$ cat config.mk
export PLATFORM = sky130hd
export DESIGN_NAME = dual_rail_decoder
export DESIGN_NICKNAME = d
export VERILOG_FILES = /design/src/rtl/dual_rail_decoder.sv
export SDC_FILE = /design/constraint.sdc
export NUM_CORES = 1
export LEC_CHECK = 0
export CAP_MARGIN = 40
export CORE_MARGIN = 2
export CORE_UTILIZATION = 52
export DETAILED_ROUTE_END_ITERATION = 16
export PLACE_DENSITY = 0.79
export SKIP_CTS_REPAIR_TIMING = 1
export SLEW_MARGIN = 15
export SYNTH_ARGS = -nofsm -noshare
export SYNTH_HDL_FRONTEND = slang
export SYNTH_SLANG_ARGS = --single-unit
$ cat constraint.sdc
create_clock -name clk -period 2.67 [get_ports clk]
set_clock_uncertainty 0.15 [all_clocks]
set_input_delay 0.267 -clock clk [delete_from_list [all_inputs] [get_ports clk]]
set_output_delay 0.267 -clock clk [all_outputs]
set_load 0.005 [all_outputs]
$ cat src/rtl/dual_rail_decoder.sv
// dual_rail_decoder: four-phase RTZ dual-rail receiver with completion detection and a one-entry output buffer.
// Latency: codeword stable on the pins from edge k gives dout_valid/ack after edge k+STABLE-1 (same for spacer->ack low).
// Backpressure: a full buffer withholds capture and ack; capture happens on the first edge the buffer drains.
module dual_rail_decoder #(
  parameter int WIDTH  = 8,   // dual-rail pairs, index 7..0 = b4,a3,b3,a2,b2,a1,b1,a0
  parameter int STABLE = 2,   // identical samples needed before acting, 1..15
  parameter int CNT_W  = 8    // width of word_cnt
) (
  input  logic             clk,
  input  logic             rst,
  input  logic [WIDTH-1:0] din_0,
  input  logic [WIDTH-1:0] din_1,
  output logic             ack,
  output logic [WIDTH-1:0] dout,
  output logic             dout_valid,
  input  logic             dout_ready,
  output logic             err_illegal,
  output logic [CNT_W-1:0] word_cnt
);

  // Run-length counter only needs to reach STABLE, which is at most 15.
  localparam int              RUN_W   = 4;
  localparam logic [RUN_W-1:0] RUN_MAX = RUN_W'(STABLE);

  typedef enum logic [1:0] {
    RESYNC  = 2'd0,  // waiting for a clean spacer after reset
    COLLECT = 2'd1,  // spacer seen, waiting for a complete stable codeword
    HOLD    = 2'd2,  // word captured and acked, waiting for return to spacer
    ERR     = 2'd3   // illegal pair seen, waiting for a clean spacer
  } state_t;

  state_t           state;
  logic [WIDTH-1:0] prev_1;
  logic [WIDTH-1:0] prev_0;
  logic [RUN_W-1:0] run_cnt;

  logic             same;
  logic [RUN_W-1:0] run_nxt;
  logic             stable;
  logic             any_illegal;
  logic             all_spacer;
  logic             all_complete;
  logic             stable_spacer;
  logic             stable_word;
  logic             buf_free;
  logic             drain;

  // Classify the current sample and work out whether it has been steady long enough.
  always_comb begin
    same          = (din_1 == prev_1) && (din_0 == prev_0);
    run_nxt       = RUN_W'(1);
    if (same) begin
      run_nxt = (run_cnt >= RUN_MAX) ? RUN_MAX : run_cnt + RUN_W'(1);
    end
    // The sample being taken at this edge counts, hence STABLE-1 edges of latency.
    stable        = (run_nxt >= RUN_MAX);
    any_illegal   = |(din_1 & din_0);
    all_spacer    = ~|(din_1 | din_0);
    all_complete  = &(din_1 ^ din_0);
    stable_spacer = stable && all_spacer;
    stable_word   = stable && all_complete;
    // A word being drained this edge frees the slot for a capture on the same edge.
    buf_free      = !dout_valid || dout_ready;
    drain         = dout_valid && dout_ready;
  end

  // Track the previous sample and how many consecutive edges it has been held.
  always_ff @(posedge clk) begin
    if (rst) begin
      prev_1  <= '0;
      prev_0  <= '0;
      run_cnt <= '0;
    end else begin
      prev_1  <= din_1;
      prev_0  <= din_0;
      run_cnt <= run_nxt;
    end
  end

  // Handshake FSM with registered ack, output buffer, error pulse and word counter.
  always_ff @(posedge clk) begin
    if (rst) begin
      state       <= RESYNC;
      ack         <= 1'b0;
      dout        <= '0;
      dout_valid  <= 1'b0;
      err_illegal <= 1'b0;
      word_cnt    <= '0;
    end else begin
      err_illegal <= 1'b0;
      // Consumer handshake empties the buffer; a capture below overrides this.
      if (drain) begin
        dout_valid <= 1'b0;
      end
      if (any_illegal) begin
        // Illegal pairs win in every state; ack keeps its value so the sender is not confused.
        if (state != ERR) begin
          err_illegal <= 1'b1;
        end
        state <= ERR;
      end else begin
        case (state)
          RESYNC: begin
            if (stable_spacer) begin
              state <= COLLECT;
            end
          end
          COLLECT: begin
            // With the buffer full we simply wait here without acking.
            if (stable_word && buf_free) begin
              dout       <= din_1;
              dout_valid <= 1'b1;
              word_cnt   <= word_cnt + CNT_W'(1);
              ack        <= 1'b1;
              state      <= HOLD;
            end
          end
          HOLD, ERR: begin
            // Data wiggles before the spacer are ignored; only a clean spacer re-arms.
            if (stable_spacer) begin
              ack   <= 1'b0;
              state <= COLLECT;
            end
          end
          default: begin
            state <= RESYNC;
          end
        endcase
      end
    end
  end

endmodule

==> impl_metrics.csv <==
group,metric,value,unit
worst_setup_path,path_class,"in2reg",
placement,dpl.hpwl,3.50,mm
finish,layout_commonest_cell,"dfxtp_1",
logic_synthesis,syn_area_per_cell,9.51,sq um
placement,place_area,2670,sq um
timing,fmax,409,MHz
finish,fin_util,70.9,%
worst_setup_path,cp_max_fo,7,
global_route,grt_pass1_vias,1660,
logic_synthesis,yosysTopAreaCell,"dfxtp_1",
logic_synthesis,netlist_area,2110,sq um
finish,regArea,821,sq um
finish,multi_input_area,1150,sq um
worst_setup_path,cp.arrival,2.49,ns
logic_synthesis,synth_cell_types,37,
drt,drt_iter0_markers,90,
logic_synthesis,yosys_warnings,0,
floorplanning,die_w,67.7,um
logic_synthesis,synth_edf_count,0,
timing,setup-violations-final,0,
drt,vias,1739,
logic_synthesis,synth-seq-area-share,38.9,%
drt,routedWlPerCell,14.3,um
power,p_leak,1.21,nW
logic_synthesis,yosys_most_used_dff,"dfxtp_1",
timing,fin_crit,2.45,ns
logic_synthesis,synth-seq-cells,41,
global_route,grt_pass1_wl,7.80,mm
global_route,grt_max_degree,47,
logic_synthesis,yosysTopAreaCellShare,38.9,%
global_route,met1_usage,28.5,%
global_route,overflow,0,
floorplanning,die_height,67.7,um
timing,fin_ws,0.223,ns
global_route,busiest_layer,"met2",
timing,rsz0062_at_grt,"false",
finish,nets,319,
drt,routed_wl,4.74,mm
finish,layout-drive-gt1-share,17.4,%
placement,io_buffers,37,
hold_path,worstHoldPathType,"reg2reg",
clock_tree,numCtsBuffers,5,
floorplanning,die_area,4580,sq um
clock_tree,cts_root_buffer,"clkbuf_8",
clock_tree,clk_pin_slew_worst_paths,0.09,ns
worst_setup_path,slowest_delay,0.52,ns
drt,drc,0,
global_route,grtUsageMet3,5.17,%
drt,firstDrtPassIters,4,
outcome,outcome,"finished, final reports clean",
worst_setup_path,crit_chain,"clkdlybuf4s50_1, inv_1, ha_1, and4_1, a21boi_0, buf_4, nand4_4, nor3_1, mux2_1",
floorplanning,coreArea,3940,sq um
timing,slew_viol_final,0,
finish,area_growth,32.4,%
logic_synthesis,syn_nets,260,
clock_tree,cts_max_level,2,
floorplanning,rows,23,
floorplanning,io_pins,38,
worst_setup_path,crit_buf_inv,3,
power,vdd_drop_max,0.443,mV
drt,ant_nets,0,
worst_setup_path,cp_slowest_cell,"clkdlybuf4s50_1",
worst_setup_path,end_kind,"register",
global_route,met2_usage,40.4,%
finish,stdcell_area,2790,sq um
drt,viasPerCell,5.24,
logic_synthesis,syn_inst,222,
timing,post-route-period-util,91.7,%
placement,place_ws,-0.0815,ns
finish,final.fill_count,308,
timing,finalHoldViolations,0,
finish,antennaDiodeCount,0,
clock_tree,clk_path_buf_depth,2,
clock_tree,clkLatencyLatePin,0.30,ns
global_route,grt_util_all_layers,23.4,%
floorplanning,start_util,53.5,%
finish,final_cell_mix,"dfxtp_1, clkdlybuf4s50_1, nor2_1, buf_4",
flow_run,drv_cap,0,
power,powerDensity,474,nW/um^2
placement,gp_congestion,0.820,
global_route,antenna_found_initial,0,
worst_setup_path,critPathLaunchType,"input pin",
clock_tree,cts_sinks,41,
logic_synthesis,ys_top_cells_by_area,"dfxtp_1, ha_1, xor2_1, nor2_1, inv_1",
logic_synthesis,async_flop_share,0,%
worst_setup_path,required,2.72,ns
clock_tree,cts_tree,"yes",
worst_setup_path,path_delay_family,"buffers and inverters",
[final cells by class]
cell class / instances / share of cell area (%)
clock inverters: 2 / 1.34
flip-flops and latches: 41 / 29.4
well taps: 50 / 2.24
clock buffers: 6 / 2.96
inverters: 19 / 2.55
multi-input cells: 152 / 41.1
repair buffers: 62 / 20.4
[kinds of logic (layout without fill, tap and decap cells)]
kind of cell,Yosys count,in the layout,synth area share [%]
adders and majority gates,19,19,11.3
other,1,1,0.178
buffers and inverters,29,89,6.70
DFF,41,41,38.9
AOI/OAI and AO/OA,32,32,8.83
and+or+nand+nor,79,79,24.8
muxes,5,5,2.67
xor gates and xnor gates,16,16,6.64
[worst reg2reg max path: cells and delay by family, from the launching register on]
kind | cells | cell delay (ns)
AOI/OAI and AO/OA | 1 | 0.18
adders and majority gates | 1 | 0.31
buffers and inverters | 2 | 0.21
DFF | 1 | 0.33
muxes | 1 | 0.34
and+or+nand+nor | 3 | 0.62
[per-layer routing]
layer,up-vias,share of wire (%)
li1,882,-
met1,806,44
met2,44,50
met3,7,4.2
met4,0,1.9
met5,-,0
[final timing paths]
kind | startpoint | end | slack, ns | cells after the start
max | din_1[1] | word_cnt[6] | 0.22 | 9
min | dout[2] | dout[2] | 0.33 | 2
max reg2reg | run_cnt[0] | word_cnt[6] | 0.44 | 8
min reg2reg | dout[2] | dout[2] | 0.33 | 2
[per-stage QoR]
step / setup TNS, ns / hold slack, ns / power (W) / instances
finish: 0 / 0.329 / 0.00132 / 332
CTS: 0 / 0.329 / 0.00133 / 332
global route: 0 / 0.345 / 0.00137 / 332
global placement: -0.0594 / 0.310 / 0.000805 / 324
floorplan: 0 / 0.255 / 0.000729 / 222
detailed placement: -0.289 / 0.317 / 0.000809 / 324
[where the power goes]
part           internal [W]  switching [W]
clock network      0.000304       0.000224
registers          0.000629     0.00000851
logic             0.0000791      0.0000790
[cell usage after synthesis, types with 4 or more instances]
cell	instances
nor2b_1	4
dfxtp_1	41
nand3_1	13
nor2_1	24
xor2_1	16
nand2_1	5
ha_1	19
a211oi_1	4
nand4_1	5
nor4_2	4
nor3_1	7
inv_1	19
clkbuf_1	5
a21oi_1	13
o21ai_0	10
mux2_1	4
[state kept, by name (all words and copies together), names as in the netlist]
signal,flops
ack,1
dout,8
word_cnt,8
run_cnt,4
prev_0,8
dout_valid,1
state,2
prev_1,8
err_illegal,1
Power figures use the tool's default switching activity.
